--- src/rtl/diff_demo_pkg.sv ---
// Shared types and constants for the feature-map write-back collector.
//   fm_wb_state_t    : collector FSM states (IDLE, RUN, DRAIN, DONE)
//   FM_WB_PACK       : default bytes per feature-map buffer word
//   FM_WB_FIFO_DEPTH : default words per row FIFO
package diff_demo_pkg;

    typedef enum logic [1:0] {
        IDLE  = 2'd0,
        RUN   = 2'd1,
        DRAIN = 2'd2,
        DONE  = 2'd3
    } fm_wb_state_t;

    localparam int FM_WB_PACK       = 4;
    localparam int FM_WB_FIFO_DEPTH = 8;

endpackage

--- src/rtl/fm_wb_row_packer.sv ---
// One PE row of the write-back collector: byte packer, staging register,
// word FIFO and the row's feature-map write counter.
// Ports:
//   clk, rst_n        clock, asynchronous active-low reset
//   clear_i           start of a layer: empties everything, zeroes fm_cnt
//   en_i              collector active (inputs ignored when low)
//   data_i/valid_i    result byte and its valid
//   finish_i          end-of-layer strobe, flushes a partial word
//   pop_i             arbiter grant for this row (FIFO pop)
//   head_o, empty_o   FIFO head word and empty flag
//   idle_o            packer, staging register and FIFO all empty
//   drop_o            staged word lost to a full FIFO this cycle
//   fm_cnt_o          number of words written for this row
module fm_wb_row_packer #(
    parameter int PACK       = 4,
    parameter int FIFO_DEPTH = 8,
    parameter int ADDR_W     = 12
) (
    input  logic              clk,
    input  logic              rst_n,
    input  logic              clear_i,
    input  logic              en_i,
    input  logic [7:0]        data_i,
    input  logic              valid_i,
    input  logic              finish_i,
    input  logic              pop_i,
    output logic [PACK*8-1:0] head_o,
    output logic              empty_o,
    output logic              idle_o,
    output logic              drop_o,
    output logic [ADDR_W-1:0] fm_cnt_o
);
    localparam int CW = (PACK > 1) ? $clog2(PACK) : 1;
    localparam int PW = (FIFO_DEPTH > 1) ? $clog2(FIFO_DEPTH) : 1;

    logic [CW-1:0]      cnt_q;
    logic [PACK*8-1:0]  word_q;
    logic [PACK*8-1:0]  word_d;
    logic [PACK*8-1:0]  stage_q;
    logic               stage_v_q;
    logic [PACK*8-1:0]  mem_q [FIFO_DEPTH];
    logic [PW-1:0]      wr_ptr_q;
    logic [PW-1:0]      rd_ptr_q;
    logic [PW:0]        count_q;
    logic [ADDR_W-1:0]  fm_cnt_q;
    logic               take;
    logic               flush;
    logic               full;
    logic               do_pop;
    logic               do_push;

    // The incoming byte is merged before the flush decision so a byte and
    // finish in the same cycle land in the flushed word.
    always_comb begin
        take   = en_i && valid_i;
        word_d = word_q;
        for (int l = 0; l < PACK; l++) begin
            if (take && (cnt_q == CW'(l))) begin
                word_d[l*8 +: 8] = data_i;
            end
        end
        flush = (take && (cnt_q == CW'(PACK - 1))) ||
                (en_i && finish_i && (take || (cnt_q != '0)));
    end

    assign empty_o  = (count_q == '0);
    assign full     = (count_q == (PW+1)'(FIFO_DEPTH));
    assign do_pop   = pop_i && !empty_o;
    // A pop in the same cycle frees the slot the staged word needs.
    assign do_push  = stage_v_q && (!full || do_pop);
    assign drop_o   = stage_v_q && full && !do_pop;
    assign head_o   = mem_q[rd_ptr_q];
    assign idle_o   = (cnt_q == '0) && !stage_v_q && empty_o;
    assign fm_cnt_o = fm_cnt_q;

    always_ff @(posedge clk or negedge rst_n) begin
        if (!rst_n) begin
            cnt_q     <= '0;
            word_q    <= '0;
            stage_q   <= '0;
            stage_v_q <= 1'b0;
            wr_ptr_q  <= '0;
            rd_ptr_q  <= '0;
            count_q   <= '0;
            fm_cnt_q  <= '0;
            for (int i = 0; i < FIFO_DEPTH; i++) begin
                mem_q[i] <= '0;
            end
        end else if (clear_i) begin
            cnt_q     <= '0;
            word_q    <= '0;
            stage_v_q <= 1'b0;
            wr_ptr_q  <= '0;
            rd_ptr_q  <= '0;
            count_q   <= '0;
            fm_cnt_q  <= '0;
        end else begin
            // Upper lanes of word_q stay zero after a flush, which is what
            // zero-pads a partial word.
            if (flush) begin
                stage_q   <= word_d;
                stage_v_q <= 1'b1;
                word_q    <= '0;
                cnt_q     <= '0;
            end else begin
                stage_v_q <= 1'b0;
                if (take) begin
                    word_q <= word_d;
                    cnt_q  <= cnt_q + CW'(1);
                end
            end

            if (do_push) begin
                mem_q[wr_ptr_q] <= stage_q;
                wr_ptr_q        <= wr_ptr_q + PW'(1);
            end
            if (do_pop) begin
                rd_ptr_q <= rd_ptr_q + PW'(1);
                fm_cnt_q <= fm_cnt_q + ADDR_W'(1);
            end
            case ({do_push, do_pop})
                2'b10:   count_q <= count_q + (PW+1)'(1);
                2'b01:   count_q <= count_q - (PW+1)'(1);
                default: count_q <= count_q;
            endcase
        end
    end

endmodule

--- src/rtl/fm_wb_collector.sv ---
// Feature-map write-back collector. Packs per-row result bytes into buffer
// words, queues them per row and round-robin arbitrates all rows onto one
// feature-map write port; guard words take a parallel 1-deep-per-row path
// onto one guard write port. Signals layer completion with done_o.
// Ports:
//   clk, rst_n                       clock, asynchronous active-low reset
//   start_i                          begin a layer (honoured in IDLE only)
//   fm_base_i/guard_base_i           row-0 base addresses, latched on start
//   row_stride_i                     per-row address offset, latched on start
//   wb_data_i/wb_valid_i/wb_finish_i per-row bytes, valids, finish strobes
//   guard_i/guard_valid_i            per-row guard words and valids
//   fm_wr_*_o, guard_wr_*_o          buffer write ports (registered)
//   busy_o, done_o                   status: not IDLE / one-cycle layer end
//   overflow_o, overflow_row_o       sticky data-loss flags
// Optional build macro FM_WB_PERF_CNT_EN adds stall_cnt_o and words_cnt_o.
module fm_wb_collector
    import diff_demo_pkg::*;
#(
    parameter int ROWS       = 2,   // CONF_PE_ROW of the enclosing array
    parameter int PACK       = FM_WB_PACK,
    parameter int FIFO_DEPTH = FM_WB_FIFO_DEPTH,
    parameter int ADDR_W     = 12
) (
    input  logic                clk,
    input  logic                rst_n,
    input  logic                start_i,
    input  logic [ADDR_W-1:0]   fm_base_i,
    input  logic [ADDR_W-1:0]   guard_base_i,
    input  logic [ADDR_W-1:0]   row_stride_i,
    input  logic [ROWS*8-1:0]   wb_data_i,
    input  logic [ROWS-1:0]     wb_valid_i,
    input  logic [ROWS-1:0]     wb_finish_i,
    input  logic [ROWS*6-1:0]   guard_i,
    input  logic [ROWS-1:0]     guard_valid_i,
    output logic                fm_wr_en_o,
    output logic [ADDR_W-1:0]   fm_wr_addr_o,
    output logic [PACK*8-1:0]   fm_wr_data_o,
    output logic                guard_wr_en_o,
    output logic [ADDR_W-1:0]   guard_wr_addr_o,
    output logic [5:0]          guard_wr_data_o,
    output logic                busy_o,
    output logic                done_o,
    output logic                overflow_o,
    output logic [ROWS-1:0]     overflow_row_o
`ifdef FM_WB_PERF_CNT_EN
    ,
    output logic [15:0]         stall_cnt_o,
    output logic [15:0]         words_cnt_o
`endif
);
    localparam int RW = (ROWS > 1) ? $clog2(ROWS) : 1;

    fm_wb_state_t       state_q;
    logic               busy_q;
    logic               done_q;
    logic [ADDR_W-1:0]  fm_base_q;
    logic [ADDR_W-1:0]  guard_base_q;
    logic [ADDR_W-1:0]  stride_q;
    logic [ROWS-1:0]    fin_mask_q;
    logic               active;
    logic               start_go;
    logic               all_idle;

    logic [PACK*8-1:0]  head [ROWS];
    logic [ADDR_W-1:0]  fm_cnt [ROWS];
    logic [ROWS-1:0]    fifo_empty;
    logic [ROWS-1:0]    pk_idle;
    logic [ROWS-1:0]    pk_drop;
    logic [ROWS-1:0]    fm_pop;

    logic [5:0]         ghold_q [ROWS];
    logic [ROWS-1:0]    ghold_v_q;
    logic [ADDR_W-1:0]  g_cnt_q [ROWS];
    logic [ROWS-1:0]    g_grant;
    logic [ROWS-1:0]    gdrop;

    logic [RW-1:0]      fm_ptr_q;
    logic [RW-1:0]      g_ptr_q;
    logic               fm_vld;
    logic [RW-1:0]      fm_idx;
    logic               g_vld;
    logic [RW-1:0]      g_idx;

    logic               fm_wr_en_q;
    logic [ADDR_W-1:0]  fm_wr_addr_q;
    logic [PACK*8-1:0]  fm_wr_data_q;
    logic               guard_wr_en_q;
    logic [ADDR_W-1:0]  guard_wr_addr_q;
    logic [5:0]         guard_wr_data_q;
    logic               ovf_q;
    logic [ROWS-1:0]    ovf_row_q;

    // First requester at or after ptr, wrapping; returns {found, index}.
    function automatic logic [RW:0] rr_pick(input logic [ROWS-1:0] req,
                                            input logic [RW-1:0]   ptr);
        logic          found;
        logic [RW-1:0] pick;
        int            idx;
        found = 1'b0;
        pick  = '0;
        for (int i = 0; i < ROWS; i++) begin
            idx = int'(ptr) + i;
            if (idx >= ROWS) idx = idx - ROWS;
            for (int j = 0; j < ROWS; j++) begin
                if (!found && (j == idx) && req[j]) begin
                    found = 1'b1;
                    pick  = RW'(j);
                end
            end
        end
        return {found, pick};
    endfunction

    function automatic logic [RW-1:0] rr_next(input logic [RW-1:0] idx);
        return (int'(idx) == ROWS - 1) ? '0 : idx + RW'(1);
    endfunction

    assign active   = (state_q != IDLE);
    assign start_go = start_i && (state_q == IDLE);
    assign all_idle = (&pk_idle) && !(|ghold_v_q);

    for (genvar r = 0; r < ROWS; r++) begin : g_row
        fm_wb_row_packer #(
            .PACK       (PACK),
            .FIFO_DEPTH (FIFO_DEPTH),
            .ADDR_W     (ADDR_W)
        ) u_packer (
            .clk      (clk),
            .rst_n    (rst_n),
            .clear_i  (start_go),
            .en_i     (active),
            .data_i   (wb_data_i[r*8 +: 8]),
            .valid_i  (wb_valid_i[r]),
            .finish_i (wb_finish_i[r]),
            .pop_i    (fm_pop[r]),
            .head_o   (head[r]),
            .empty_o  (fifo_empty[r]),
            .idle_o   (pk_idle[r]),
            .drop_o   (pk_drop[r]),
            .fm_cnt_o (fm_cnt[r])
        );
    end

    always_comb begin
        {fm_vld, fm_idx} = rr_pick(~fifo_empty, fm_ptr_q);
        {g_vld, g_idx}   = rr_pick(ghold_v_q, g_ptr_q);
        fm_pop  = '0;
        g_grant = '0;
        gdrop   = '0;
        for (int r = 0; r < ROWS; r++) begin
            fm_pop[r]  = fm_vld && (fm_idx == RW'(r));
            g_grant[r] = g_vld && (g_idx == RW'(r));
            // A granted holding reg frees up this cycle, so a new guard
            // simply replaces it.
            gdrop[r]   = active && guard_valid_i[r] && ghold_v_q[r] && !g_grant[r];
        end
    end

    always_ff @(posedge clk or negedge rst_n) begin
        if (!rst_n) begin
            state_q      <= IDLE;
            busy_q       <= 1'b0;
            done_q       <= 1'b0;
            fm_base_q    <= '0;
            guard_base_q <= '0;
            stride_q     <= '0;
            fin_mask_q   <= '0;
        end else begin
            case (state_q)
                IDLE: begin
                    if (start_i) begin
                        state_q      <= RUN;
                        busy_q       <= 1'b1;
                        fm_base_q    <= fm_base_i;
                        guard_base_q <= guard_base_i;
                        stride_q     <= row_stride_i;
                        fin_mask_q   <= '0;
                    end
                end
                RUN: begin
                    fin_mask_q <= fin_mask_q | wb_finish_i;
                    if (&fin_mask_q) state_q <= DRAIN;
                end
                DRAIN: begin
                    if (all_idle) begin
                        state_q <= DONE;
                        done_q  <= 1'b1;
                    end
                end
                DONE: begin
                    state_q <= IDLE;
                    done_q  <= 1'b0;
                    busy_q  <= 1'b0;
                end
                default: state_q <= IDLE;
            endcase
        end
    end

    always_ff @(posedge clk or negedge rst_n) begin
        if (!rst_n) begin
            fm_ptr_q        <= '0;
            g_ptr_q         <= '0;
            fm_wr_en_q      <= 1'b0;
            fm_wr_addr_q    <= '0;
            fm_wr_data_q    <= '0;
            guard_wr_en_q   <= 1'b0;
            guard_wr_addr_q <= '0;
            guard_wr_data_q <= '0;
            ghold_v_q       <= '0;
            ovf_q           <= 1'b0;
            ovf_row_q       <= '0;
            for (int r = 0; r < ROWS; r++) begin
                ghold_q[r] <= '0;
                g_cnt_q[r] <= '0;
            end
        end else begin
            fm_wr_en_q    <= fm_vld;
            guard_wr_en_q <= g_vld;
            if (fm_vld) begin
                fm_wr_addr_q <= fm_base_q + ADDR_W'(fm_idx) * stride_q + fm_cnt[fm_idx];
                fm_wr_data_q <= head[fm_idx];
                fm_ptr_q     <= rr_next(fm_idx);
            end
            if (g_vld) begin
                guard_wr_addr_q <= guard_base_q + ADDR_W'(g_idx) * stride_q + g_cnt_q[g_idx];
                guard_wr_data_q <= ghold_q[g_idx];
                g_ptr_q         <= rr_next(g_idx);
            end
            for (int r = 0; r < ROWS; r++) begin
                if (active && guard_valid_i[r] && (!ghold_v_q[r] || g_grant[r])) begin
                    ghold_q[r]   <= guard_i[r*6 +: 6];
                    ghold_v_q[r] <= 1'b1;
                end else if (g_grant[r]) begin
                    ghold_v_q[r] <= 1'b0;
                end
                if (g_grant[r]) g_cnt_q[r] <= g_cnt_q[r] + ADDR_W'(1);
            end
            ovf_row_q <= ovf_row_q | pk_drop | gdrop;
            ovf_q     <= ovf_q | (|(pk_drop | gdrop));
            // Each layer arbitrates from row 0 with fresh guard counters.
            if (start_go) begin
                fm_ptr_q  <= '0;
                g_ptr_q   <= '0;
                ghold_v_q <= '0;
                for (int r = 0; r < ROWS; r++) begin
                    g_cnt_q[r] <= '0;
                end
            end
        end
    end

`ifdef FM_WB_PERF_CNT_EN
    logic [15:0] stall_q;
    logic [15:0] words_q;
    logic        multi;

    always_comb begin
        int n;
        n = 0;
        for (int r = 0; r < ROWS; r++) begin
            if (!fifo_empty[r]) n = n + 1;
        end
        multi = (n >= 2);
    end

    always_ff @(posedge clk or negedge rst_n) begin
        if (!rst_n) begin
            stall_q <= '0;
            words_q <= '0;
        end else if (start_go) begin
            stall_q <= '0;
            words_q <= '0;
        end else begin
            if (((state_q == RUN) || (state_q == DRAIN)) && multi && (stall_q != 16'hFFFF)) begin
                stall_q <= stall_q + 16'd1;
            end
            if (fm_vld) words_q <= words_q + 16'd1;
        end
    end

    assign stall_cnt_o = stall_q;
    assign words_cnt_o = words_q;
`endif

    assign fm_wr_en_o      = fm_wr_en_q;
    assign fm_wr_addr_o    = fm_wr_addr_q;
    assign fm_wr_data_o    = fm_wr_data_q;
    assign guard_wr_en_o   = guard_wr_en_q;
    assign guard_wr_addr_o = guard_wr_addr_q;
    assign guard_wr_data_o = guard_wr_data_q;
    assign busy_o          = busy_q;
    assign done_o          = done_q;
    assign overflow_o      = ovf_q;
    assign overflow_row_o  = ovf_row_q;

endmodule

--- config.mk ---
export PLATFORM = sky130hd
export DESIGN_NAME = fm_wb_collector
export DESIGN_NICKNAME = d
export VERILOG_FILES = /design/src/rtl/diff_demo_pkg.sv /design/src/rtl/fm_wb_row_packer.sv /design/src/rtl/fm_wb_collector.sv
export SDC_FILE = /design/constraint.sdc
export NUM_CORES = 1
export LEC_CHECK = 0
export BUFFER_PORTS_ARGS = -buffer_cell sky130_fd_sc_hd__buf_2
export CAP_MARGIN = 20
export CORE_MARGIN = 1.5
export CORE_UTILIZATION = 58
export CTS_BUF_LIST = sky130_fd_sc_hd__clkbuf_4
export DETAILED_ROUTE_END_ITERATION = 10
export PLACE_DENSITY = 0.77
export SLEW_MARGIN = 20
export SYNTH_ARGS = -nofsm -noshare
export SYNTH_HDL_FRONTEND = slang
export SYNTH_SLANG_ARGS = --single-unit
export TNS_END_PERCENT = 1
--- constraint.sdc ---
create_clock -name clk -period 4.2 [get_ports clk]
set_input_delay 0.21 -clock clk [delete_from_list [all_inputs] [get_ports clk]]
set_output_delay 0.21 -clock clk [all_outputs]
set_load 0.05 [all_outputs]
Word-level counts from Yosys, hierarchy flattened --
Cells that the tools add are included. W data, S select, Z words.
Word-level totals: flip-flop bits (word level) 839, bits of input ports 73, output and inout bits 69, logic and storage cells 363
Operators by class: $add $sub $neg 26, multiply operators 2, $lt $le $gt $ge 12, equal/unequal tests 22, muxes and demuxes 106, bitwise logic cells 15, reductions and logical operators 125
Operators by type and width (number):
- $mux W32 | 19
- $bwmux W256 | 2
- $bmux W32 S3 | 2
- $demux W32 S3 | 2
- $mux W12 | 12
- $eq A2 B32 Y1 const A | 4
- $logic_not A32 Y1 | 4
- $mux W8 | 8
- $logic_and A1 B1 Y1 | 56
- $add A12 B1 Y12 const B | 4
- $add A12 B12 Y12 | 4
- $mux W1 | 30
- $reduce_bool A2 Y1 | 14
- $mul A1 B12 Y12 | 2
- $mux W24 | 1
- $mux W3 | 8
- $mux W2 | 11
- $reduce_and A2 Y1 | 10
- $logic_not A1 Y1 | 19
- $mux W6 | 3
- $reduce_bool A3 Y1 | 6
- $eq A2 B2 Y1 const B | 8
- $ge A4 B4 Y1 const B | 4
- $not A3 Y4 | 4
- 29 further kinds | 71

Logic depth before layout (Yosys ltp) --
Gate-level depths: netlist of run 1.
depth in word-level cells 25, gate-level depth with buffers 17, mapped depth without buffers 15

Hierarchy --
From an unflattened synthesis of run 1, not the netlist that was laid out.
Unflattened totals: cells, all modules 2940, area total of the unflattened synthesis 39624.3 sq um
By module, submodules not included:
- fm_wb_row_packer at g_row[0].u_packer | times used 1, cells each 1059, area an instance 16160.5 sq um, seq. area each 8633.3 sq um
- fm_wb_row_packer at g_row[1].u_packer | times used 1, cells each 1056, area an instance 15484.9 sq um, seq. area each 8633.3 sq um
- fm_wb_collector | times used 1, cells each 825, area an instance 7978.9 sq um, seq. area each 3728.6 sq um

Least setup slack after synthesis of run 1 --
No wires, ideal clock.
path type reg-to-reg, start point reg g_row[1].u_packer.count_q[1], end point reg fm_wr_addr_q[9] (netlist: fm_wr_addr_o[9]), library setup time 0.095 ns, data arrival time 3.931 ns, required time 4.105 ns, slack 0.173 ns, cell stages (with the launch flop) 18, buffers on the path 3, clock period less this slack 4.027 ns, cells stage by stage dfrtp_1 or4_1 buf_2 o21ai_2 buf_2 buf_2 mux2i_1 fa_1 inv_1 ha_1 inv_1 fa_1 nor2b_1 o2111ai_1 a21boi_0 o21a_1 nor3_1 o31ai_1
Between the ends: cells in the longest elaborated chain, start to end 17, elaborated cells on any way between the ends 22, those cells by class 2 x add/sub; 1 x mul; 9 x mux; 2 x bitwise; 8 x reduce/logical
Ends and longest elaborated chain:
- from (decl) | RTL line fm_wb_row_packer.sv:44 | logic [PW:0] count_q;
- from (signal assigned) | RTL line fm_wb_row_packer.sv:122 | 2'b10: count_q <= count_q + (PW+1)'(1);
- from (signal assigned) | RTL line fm_wb_row_packer.sv:123 | 2'b01: count_q <= count_q - (PW+1)'(1);
- from (signal assigned) | RTL line fm_wb_row_packer.sv:124 | default: count_q <= count_q;
- $logic_not A4 Y1 (*) | RTL line fm_wb_row_packer.sv:66 | assign empty_o = (count_q == '0);
- $not A2 Y2 (*) | RTL line fm_wb_collector.sv:145 | {fm_vld, fm_idx} = rr_pick(~fifo_empty, fm_ptr_q);
- parallel branches: the longest is 15 deep, another holds $mul A1 B12 Y12
- to (signal assigned) | RTL line fm_wb_collector.sv:221 | fm_wr_addr_q <= fm_base_q + ADDR_W'(fm_idx) * stride_q + fm_cnt[fm_idx];
- to (decl) | RTL line fm_wb_collector.sv:85 | logic [ADDR_W-1:0] fm_wr_addr_q;
Mark *: on every way between the ends. The select of a mux whose other input is x is not followed. A chain may end at the register's enable or synchronous reset.

Worst setup path after layout of run 1 --
start point reg g_row[1].u_packer.count_q[0], end point reg fm_wr_addr_q[9] (netlist: fm_wr_addr_o[9])
Same word-level chain as after synthesis.

==> flow_metrics.env, run 1 <==
export IMPL_io_buffers=141
export IMPL_final_cell_mix="dfrtp_1 (834), mux2_2 (536), clkbuf_4 (313), nand2_1 (262), nor2_1 (233)"
export IMPL_clkTransAtPathRegs_ns=0.06
export IMPL_startpoint_type="flip-flop"
export IMPL_ioPinCount=142
export IMPL_fmax_mhz=259.5
export IMPL_layout_drive_gt1_share_pct=35.68
export IMPL_synth_seq_cells=839
export IMPL_post_route_period_util_pct=91.75
export IMPL_layout_commonest_cell="dfrtp_1"
export IMPL_grt_max_degree=117
export IMPL_worstPathRequired_ns=5.14
export IMPL_worstSetupPathType="flip-flop to flip-flop"
export IMPL_synth_warnings=0
export IMPL_cp_data_arrival_time_ns=4.79
export IMPL_synth_fp_nets=3039
export IMPL_finalSetupViolCount=0
export IMPL_syn_area_mm2=0.03830
export IMPL_grt_use_met3_pct=6.745
export IMPL_powerDensity_mw_per_mm2=819.0
export IMPL_cts_root_buf="clkbuf_4"
export IMPL_drt_total_wl_um=95750
export IMPL_numCtsBuffers=209
export IMPL_use_met2_pct=47.98
export IMPL_synth_avg_cell_area_um2=13.23
export IMPL_setup_tns_ns=0
export IMPL_met1_usage_pct=37.55
export IMPL_initial_utilization_pct=58.46
export IMPL_synth_flop_cell="dfrtp_1"
export IMPL_fillers=4491
export IMPL_status="completed"
export IMPL_tightest_slew_ns=1.103
export IMPL_track_usage_pct=29.37
export IMPL_finalPower_mw=36.25
export IMPL_cts_tree="yes"
export IMPL_fp_coreArea_mm2=0.06551
export IMPL_final_nets=3446
export IMPL_post_cts_buffers=0
export IMPL_finalHoldViolCount=0
export IMPL_grt_pass1_wl_um=151400
export IMPL_hold_path_class="primary input to flip-flop"
export IMPL_num_rows=94
export IMPL_die_area_mm2=0.06759
export IMPL_vias_per_cell=5.887
export IMPL_p_leak_nw=20.93
export IMPL_period_minus_slack_ns=3.853
export IMPL_overflow=0
export IMPL_slew_headroom_pct=26.49
export IMPL_r2r_slack_ns=0.35
export IMPL_async_flop_share_pct=100.0
export IMPL_end_kind="flip-flop"
export IMPL_dpl_hpwl_um=57450
export IMPL_rsz0062_at_grt="no"
export IMPL_max_cap_violations=0
export IMPL_ys_seq_area_share_pct=54.82
export IMPL_via_count=25480
export IMPL_clk_path_buf_depth=3
export IMPL_dr_pass1_iters=9
export IMPL_die_w_um=260.0
export IMPL_drv_slew=0
export IMPL_wl_per_cell_um=22.13
export IMPL_peakVddDrop_uv=527.0
export IMPL_grt_pass1_vias=27270
export IMPL_antenna_found_initial=5
export IMPL_path_max_fanout=13
export IMPL_ant_nets=0
export IMPL_clock_latency_ns=1.07
export IMPL_drt_iter0_markers=2097
export IMPL_htree_levels=4
export IMPL_die_y_um=260.0
export IMPL_cts_sinks=839
export IMPL_synth_edf_count=0
export IMPL_area_growth_pct=15.58
export IMPL_gp_congestion=0.8867
export IMPL_drc_errors=0
export IMPL_top_usage_layer="met2"
export IMPL_synthCells=2895
export IMPL_ys_types=66
export IMPL_finClkSkew_ns=0.06360
## logic make-up after synthesis
family | synth area share [%]
flops | 54.82
mux | 27.15
simple gates | 7.060
compound gates | 3.917
buf+inv | 2.515
xor+xnor | 1.715
fa+ha+maj | 2.829
## area by class of cell
class | instances | area, um2 | area share, %
repair buffers | 359 | 2883 | 6.512
diodes | 7 | 17.52 | 0.03957
well taps | 864 | 1081 | 2.442
clock inverters | 52 | 325.3 | 0.7349
clock buffers | 313 | 2350 | 5.308
inverters | 46 | 172.7 | 0.3901
multi-input cells | 1847 | 16430 | 37.12
flip-flops and latches | 839 | 21010 | 47.45
## state kept, by name, summed over array words and instances, names as in the netlist, 4 cells and up
signal	count
g_row.u_packer.word_q	64
guard_wr_data_o	6
g_cnt_q	24
g_row.u_packer.fm_cnt_o	24
guard_base_q	12
fm_base_q	12
fm_wr_data_o	32
g_row.u_packer.rd_ptr_q	6
ghold_q	12
g_row.u_packer.wr_ptr_q	6
g_row.u_packer.mem_q	512
fm_wr_addr_o	12
stride_q	12
g_row.u_packer.count_q	8
g_row.u_packer.stage_q	64
guard_wr_addr_o	12
g_row.u_packer.cnt_q	4
## layer usage
metal,up-vias,wire (um)
li1,11180,-
met3,264,6333
met5,-,15
met1,13100,38640
met4,2,3715
met2,927,47040
## cell usage after synthesis, types with 18 or more instances
cell	count	share of area, %
clkbuf_1	88	0.86
inv_1	43	0.42
nand3_1	32	0.42
dfrtp_1	839	55
ha_1	45	1.5
mux2_1	30	0.88
xor2_1	45	1.0
mux2i_1	114	3.0
nand2_1	262	2.6
buf_4	18	0.35
o21ai_0	105	1.4
buf_2	35	0.46
mux2_2	536	16
mux4_2	128	7.5
xnor2_1	30	0.69
a21oi_1	105	1.4
nor2_1	234	2.3
fa_1	26	1.4
## stage by stage
stage               utilization, %  instances  instance area, um2  hold WS [ns]  setup WS [ns]
floorplan                        -       2895               38300      -0.08559         0.1733
global placement             61.05       3800               39990        0.3550         0.3678
finish                       67.57       4327               44270        0.1209         0.3467
CTS                          67.54       4320               44240      0.001193         0.3034
detailed placement           61.06       3800               40000        0.3780         0.3211
global route                 67.57       4327               44270       0.05112        0.06644
## timing repair
action	CTS	global route
endpoints found under the setup margin	0	2
hold endpoints to repair	1032	0
gates resized for setup	0	1
hold buffers	155	0
## worst paths after layout
kind                                                   start  cells past startpoint                            to
worst max register to register  g_row[1].u_packer.count_q[0]                     14               fm_wr_addr_o[9]
worst max-delay path            g_row[1].u_packer.count_q[0]                     14               fm_wr_addr_o[9]
worst min register to register              fm_wr_data_o[24]                      2              fm_wr_data_o[24]
min in group asynchronous                              rst_n                      4               guard_base_q[3]
worst min-delay path                           wb_data_i[10]                      4  g_row[1].u_packer.word_q[10]
max in group asynchronous                              rst_n                      4  g_row[1].u_packer.mem_q[239]
## critical path: stages (launching register included)
cell and delay (ns):
dfrtp_1 0.45, or4_1 0.60, o21ai_4 0.20, mux2i_1 0.29
fa_1 0.44, inv_1 0.07, ha_1 0.16, inv_1 0.05
fa_1 0.39, nor2b_1 0.18, o2111ai_1 0.15, a21boi_1 0.28
o21a_1 0.18, nor3_1 0.05, o31ai_1 0.22
## where the power goes
group          internal, mW  switching [mW]
combinational          6.92            7.91
clock                  3.58            3.29
sequential             11.6            2.98
total                  22.1            14.2
Note: power is estimated with default switching activity, not from simulation.
==> run 2, diff against run 1 <==
--- a/config.mk
+++ b/config.mk
@@ -11,7 +11,7 @@
 export CORE_UTILIZATION = 58
 export CTS_BUF_LIST = sky130_fd_sc_hd__clkbuf_4
 export DETAILED_ROUTE_END_ITERATION = 10
-export PLACE_DENSITY = 0.77
+export PLACE_DENSITY = 0.78
 export SLEW_MARGIN = 20
 export SYNTH_ARGS = -nofsm -noshare
 export SYNTH_HDL_FRONTEND = slang
==> run 2 against run 1 <==
- die area unchanged
- global-route usage is 0.56 points higher
- total power is 0.90% higher
- sequential power barely moved
- final cell count up 0.99%
- maximum frequency decreased by 3.1%
- via count up 1.3%
- non-clock buffer count increased by 40
==> flow_metrics.env, run 2 (synthesized netlist as in run 1, its figures left out) <==
export IMPL_die_w_um=260.0
export IMPL_gp_congestion=0.9192
export IMPL_startpoint_type="flip-flop"
export IMPL_grt_pass1_vias=27780
export IMPL_powerDensity_mw_per_mm2=819.3
export IMPL_period_minus_slack_ns=3.977
export IMPL_io_buffers=141
export IMPL_r2r_slack_ns=0.22
export IMPL_overflow=0
export IMPL_layout_commonest_cell="dfrtp_1"
export IMPL_path_max_fanout=13
export IMPL_peakVddDrop_uv=642.9
export IMPL_dr_pass1_iters=6
export IMPL_stdcell_area_mm2=0.04465
export IMPL_tightest_slew_ns=1.073
export IMPL_finalHoldViolCount=0
export IMPL_drv_slew=0
export IMPL_status="completed"
export IMPL_fp_coreArea_mm2=0.06551
export IMPL_max_cap_violations=0
export IMPL_cp_data_arrival_time_ns=4.86
export IMPL_slew_headroom_pct=28.48
export IMPL_p_leak_nw=20.98
export IMPL_largest_reg_flops=512
export IMPL_drt_iter0_markers=2073
export IMPL_drc_errors=0
export IMPL_fillers=4446
export IMPL_top_regs="g_row.u_packer.mem_q: 512 flops, g_row.u_packer.stage_q: 64 flops, g_row.u_packer.word_q: 64 flops"
export IMPL_rsz0062_at_grt="no"
export IMPL_die_area_mm2=0.06759
export IMPL_crit_path_end="fm_wr_addr_o[9]"
export IMPL_area_growth_pct=16.57
export IMPL_worstSetupPathType="flip-flop to flip-flop"
export IMPL_via_count=25810
export IMPL_reg2reg_depth=14
export IMPL_placed_cell_area_mm2=0.03996
export IMPL_clock_latency_ns=1.02
export IMPL_track_usage_pct=29.93
export IMPL_ioPinCount=142
export IMPL_clkTransAtPathRegs_ns=0.07
export IMPL_htree_levels=4
export IMPL_grt_pass1_wl_um=155000
export IMPL_cts_sinks=839
export IMPL_vias_per_cell=5.907
export IMPL_antenna_found_initial=7
export IMPL_end_kind="flip-flop"
export IMPL_finalSetupViolCount=0
export IMPL_numCtsBuffers=207
export IMPL_initial_utilization_pct=58.46
export IMPL_ant_nets=0
export IMPL_dpl_hpwl_um=56780
export IMPL_drt_total_wl_um=96860
export IMPL_final_cell_mix="dfrtp_1 (834), mux2_2 (536), clkbuf_4 (293), nand2_1 (262), nor2_1 (234)"
export IMPL_worstPathRequired_ns=5.09
export IMPL_reg2reg_from="g_row[1].u_packer.count_q[1]"
export IMPL_layout_drive_gt1_share_pct=34.79
export IMPL_clk_path_buf_depth=3
export IMPL_hold_path_class="primary input to flip-flop"
export IMPL_startpoint="g_row[1].u_packer.count_q[1]"
export IMPL_num_rows=94
export IMPL_setup_tns_ns=0
export IMPL_finClkSkew_ns=0.05765
export IMPL_cts_root_buf="clkbuf_4"
export IMPL_post_route_period_util_pct=94.69
export IMPL_reg2reg_to="fm_wr_addr_o[9]"
export IMPL_top_register="g_row.u_packer.mem_q"
export IMPL_wl_per_cell_um=22.16
export IMPL_final_nets=3484
export IMPL_die_y_um=260.0
export IMPL_cts_tree="yes"
export IMPL_fmax_mhz=251.4
export IMPL_grt_max_degree=113
-- run 2: cell types whose count changed in the layout (fill, tap and decap cells not counted), sizes merged --
cell         previous run  this run
buf                   205       206
clkbuf                313       293
inv                    49        47
dlygate4sd3           154       193
clkinv                 43        66
bufinv                  3         6
diode                   7         8
clkinvlp                3         1
-- run 2: repair_timing --
item | CTS | global route
hold endpoints to repair | 757 | 0
endpoints found under the setup margin | 0 | 2
gates resized for setup | 0 | 3
hold buffers | 194 | 0
buffers inserted | 0 | 0
-- run 2: routing by layer --
| layer | vias up | wire length, um | global-route usage (%) |
|---|---|---|---|
| met5 | - | 0 | 0 |
| met4 | 0 | 3441 | 14.34 |
| met3 | 232 | 6695 | 7.027 |
| met2 | 1000 | 47580 | 48.10 |
| met1 | 13300 | 39140 | 38.53 |
| li1 | 11280 | - | - |
-- run 2: worst min path at each step --
stage / from / end / slack, ns / depth (start not counted)
4_1_cts: wb_data_i[2] / g_row[0].u_packer.word_q[10] / 0.003 / 4
3_3_place_gp: rst_n / fm_wr_addr_o[1] / 0.39 / 1
6_report: wb_data_i[13] / g_row[1].u_packer.word_q[5] / 0.15 / 4
2_1_floorplan: rst_n / busy_o / -0.09 / 0
3_5_place_dp: rst_n / fm_wr_en_o / 0.39 / 1
5_1_grt: wb_data_i[1] / g_row[0].u_packer.word_q[17] / 0.09 / 4
-- run 2: area by class of cell --
| class | count | area (um2) | area share (%) |
|---|---|---|---|
| diodes | 8 | 20.02 | 0.04484 |
| well taps | 864 | 1081 | 2.421 |
| clock inverters | 74 | 489.2 | 1.096 |
| clock buffers | 293 | 2200 | 4.927 |
| flip-flops and latches | 839 | 21010 | 47.05 |
| inverters | 46 | 172.7 | 0.3867 |
| multi-input cells | 1847 | 16440 | 36.81 |
| repair buffers | 399 | 3243 | 7.264 |
-- run 2: worst max-delay path, cell delays in order (launching register included) --
cell and delay [ns]:
dfrtp_1 0.45, or4_1 0.62, o21ai_4 0.22, mux2i_2 0.31, fa_1 0.45, inv_1 0.08, ha_1 0.20, inv_1 0.07
fa_1 0.40, nor2b_1 0.19, o2111ai_1 0.19, a21boi_2 0.24, o21a_1 0.16, nor3_1 0.05, o31ai_1 0.22
-- run 2: per-stage QoR --
| stage | power [mW] | hold WS [ns] | utilization, % | setup WS [ns] | cells |
|---|---|---|---|---|---|
| floorplan | 24.49 | -0.08559 | - | 0.1733 | 2895 |
| finish | 36.58 | 0.1493 | 68.15 | 0.2228 | 4370 |
| CTS | 36.36 | 0.003130 | 68.10 | 0.2154 | 4362 |
| global route | 38.86 | 0.08730 | 68.15 | 0.02963 | 4370 |
| detailed placement | 28.97 | 0.3936 | 61.00 | 0.2351 | 3801 |
| global placement | 28.03 | 0.3937 | 61.00 | 0.3325 | 3801 |
-- run 2: power by group --
part / switching, mW / internal (mW)
combinational: 7.95 / 7.02
clock: 3.37 / 3.59
sequential: 3.06 / 11.6
total: 14.4 / 22.2
==> run 3, diff against run 2 <==
--- a/config.mk
+++ b/config.mk
@@ -5,7 +5,7 @@
 export SDC_FILE = /design/constraint.sdc
 export NUM_CORES = 1
 export LEC_CHECK = 0
-export BUFFER_PORTS_ARGS = -buffer_cell sky130_fd_sc_hd__buf_2
+export BUFFER_PORTS_ARGS = -buffer_cell sky130_fd_sc_hd__buf_4
 export CAP_MARGIN = 20
 export CORE_MARGIN = 1.5
 export CORE_UTILIZATION = 58
==> run 3 against run 2 <==
- flip-flop and latch count stayed put
- non-clock buffer count is 37 lower
- largest power group unchanged
- worst setup slack better by 0.020 ns
==> flow_metrics.env, run 3 (synthesized netlist as in run 1, its figures left out) <==
export IMPL_overflow=0
export IMPL_top_register="g_row.u_packer.mem_q"
export IMPL_final_cell_mix="dfrtp_1 (834), mux2_2 (536), clkbuf_4 (309), nand2_1 (262), nor2_1 (234)"
export IMPL_grt_max_degree=134
export IMPL_drc_errors=0
export IMPL_r2r_slack_ns=0.24
export IMPL_hold_ws_ns=0.07229
export IMPL_peakVddDrop_uv=712.5
export IMPL_multi_input_area_mm2=0.01642
export IMPL_finalHoldViolCount=0
export IMPL_grt_pass1_vias=27520
export IMPL_area_growth_pct=16.71
export IMPL_startpoint_type="flip-flop"
export IMPL_worstSetupPathType="flip-flop to flip-flop"
export IMPL_placed_cell_area_mm2=0.04037
export IMPL_drv_slew=0
export IMPL_reg2reg_depth=14
export IMPL_post_cts_buffers=0
export IMPL_utilization_pct=68.23
export IMPL_dpl_cell_count=3797
export IMPL_drt_iter0_markers=1882
export IMPL_stdcell_area_mm2=0.04470
export IMPL_hold_start="wb_data_i[0]"
export IMPL_period_minus_slack_ns=3.957
export IMPL_layoutNonFillerInstCount=4333
export IMPL_hold_path_class="primary input to flip-flop"
export IMPL_clkTransAtPathRegs_ns=0.07
export IMPL_min_to="g_row[0].u_packer.word_q[0]"
export IMPL_tightest_slew_ns=0.9208
export IMPL_dp_slack_ns=0.1449
export IMPL_setup_tns_ns=0
export IMPL_max_cap_violations=0
export IMPL_power_share_switching_pct=38.90
export IMPL_gp_congestion=0.9257
export IMPL_final_nets=3446
export IMPL_htree_levels=4
export IMPL_initial_utilization_pct=58.46
export IMPL_fmax_mhz=252.7
export IMPL_num_rows=94
export IMPL_path_max_fanout=12
export IMPL_p_leak_nw=21.08
export IMPL_seq_area_mm2=0.02101
export IMPL_ant_nets=0
export IMPL_dr_pass1_iters=5
export IMPL_p_comb_share_pct=41.1
export IMPL_fp_coreArea_mm2=0.06551
export IMPL_power_switching_mw=14.20
export IMPL_fillers=4448
export IMPL_dpl_hpwl_um=57370
export IMPL_io_buffers=141
export IMPL_largest_reg_flops=512
export IMPL_finalSetupViolCount=0
export IMPL_slew_headroom_pct=38.48
export IMPL_numCtsBuffers=206
export IMPL_clkPwrFrac_pct=18.8
export IMPL_fin_ws_ns=0.2426
export IMPL_rsz0062_at_grt="no"
export IMPL_cts_root_buf="clkbuf_4"
export IMPL_antenna_found_initial=5
export IMPL_reg2reg_to="fm_wr_addr_o[9]"
export IMPL_drt_total_wl_um=95270
export IMPL_cts_tree="yes"
export IMPL_track_usage_pct=29.37
export IMPL_ioPinCount=142
export IMPL_wl_per_cell_um=21.99
export IMPL_grt_pass1_wl_um=152300
export IMPL_cp_data_arrival_time_ns=4.88
export IMPL_layout_commonest_cell="dfrtp_1"
export IMPL_post_route_period_util_pct=94.22
export IMPL_top_regs="g_row.u_packer.mem_q: 512 flops, g_row.u_packer.stage_q: 64 flops, g_row.u_packer.word_q: 64 flops"
export IMPL_die_w_um=260.0
export IMPL_p_int_mw=22.30
export IMPL_layout_drive_gt1_share_pct=35.46
export IMPL_die_y_um=260.0
export IMPL_cts_sinks=839
export IMPL_min_path_cells=4
export IMPL_vias_per_cell=5.906
export IMPL_end_kind="flip-flop"
export IMPL_finalPower_mw=36.50
export IMPL_die_area_mm2=0.06759
export IMPL_clock_latency_ns=1.09
export IMPL_clk_path_buf_depth=3
export IMPL_status="completed"
export IMPL_worstPathRequired_ns=5.12
export IMPL_finClkSkew_ns=0.07794
export IMPL_p_seq_share_pct=40.1
export IMPL_reg2reg_from="g_row[1].u_packer.count_q[0]"
export IMPL_powerDensity_mw_per_mm2=816.5
export IMPL_via_count=25590
## run 3: cell count changes in the layout (fill, tap and decap cells not counted), moves of 2 or more
cell           previous run  this run
inv_2                     1         3
bufinv_16                 6         4
buf_12                    7        15
clkinv_4                  4         2
buf_4                    57       186
clkbuf_4                293       309
clkinv_1                 56        41
buf_2                   140         0
dlygate4sd3_1           193       159
nand2_4                   2         0
inv_8                     3         0
nand2_2                   2         4
clkinv_2                  6         9
## run 3: worst max path at each step
| stage | from | to | slack, ns | depth (start not counted) |
|---|---|---|---|---|
| after floorplan | g_row[1].u_packer.count_q[1] | fm_wr_addr_o[9] | 0.17 | 17 |
| after global placement | g_row[1].u_packer.count_q[1] | fm_wr_addr_o[9] | 0.24 | 14 |
| after detailed placement | g_row[1].u_packer.count_q[1] | fm_wr_addr_o[9] | 0.14 | 14 |
| after CTS | g_row[1].u_packer.count_q[0] | fm_wr_addr_o[9] | 0.04 | 14 |
| after global routing | g_row[1].u_packer.count_q[0] | fm_wr_addr_o[9] | 0.04 | 14 |
| final | g_row[1].u_packer.count_q[0] | fm_wr_addr_o[9] | 0.24 | 14 |
## run 3: power groups by stage
stage          clock network [mW]  logic, mW  registers, mW
6_report                     6.88       15.0           14.6
4_1_cts                      6.98       14.8           14.6
5_1_grt                      7.45       16.2           15.1
2_1_floorplan                   0       10.1           14.4
3_3_place_gp                    0       13.9           14.3
3_5_place_dp                    0       14.5           14.7
## run 3: what timing repair did
| action | 4_1_cts | 5_1_grt |
|---|---|---|
| hold buffers | 160 | 0 |
| hold endpoints to repair | 932 | 0 |
| endpoints found under the setup margin | 0 | 2 |
| gates resized for setup | 0 | 2 |
## run 3: worst max-delay path: stages (launching register included)
cell       delay [ns]
dfrtp_1          0.46
or4_4            0.62
o21ai_4          0.21
mux2i_1          0.29
fa_1             0.44
inv_1            0.08
ha_1             0.16
inv_1            0.05
fa_1             0.39
nor2b_1          0.18
o2111ai_1        0.15
a21boi_1         0.27
o21a_1           0.17
nor3_1           0.05
o31ai_1          0.28
## run 3: area by class of cell
type,instances,share of cell area (%)
Sequential cell,839,46.99
Multi-Input combinational cell,1847,36.74
Timing Repair Buffer,362,7.451
Clock buffer,309,5.189
Tap cell,864,2.418
Clock inverter,57,0.7725
Inverter,46,0.3863
Antenna cell,9,0.05038
## run 3: layer usage
metal | track usage [%] | vias up | wire (um)
met5 | 0 | - | 0
met4 | 13.29 | 0 | 3765
met3 | 6.082 | 249 | 5361
met2 | 47.55 | 918 | 46790
met1 | 38.42 | 13230 | 39350
li1 | - | 11200 | -
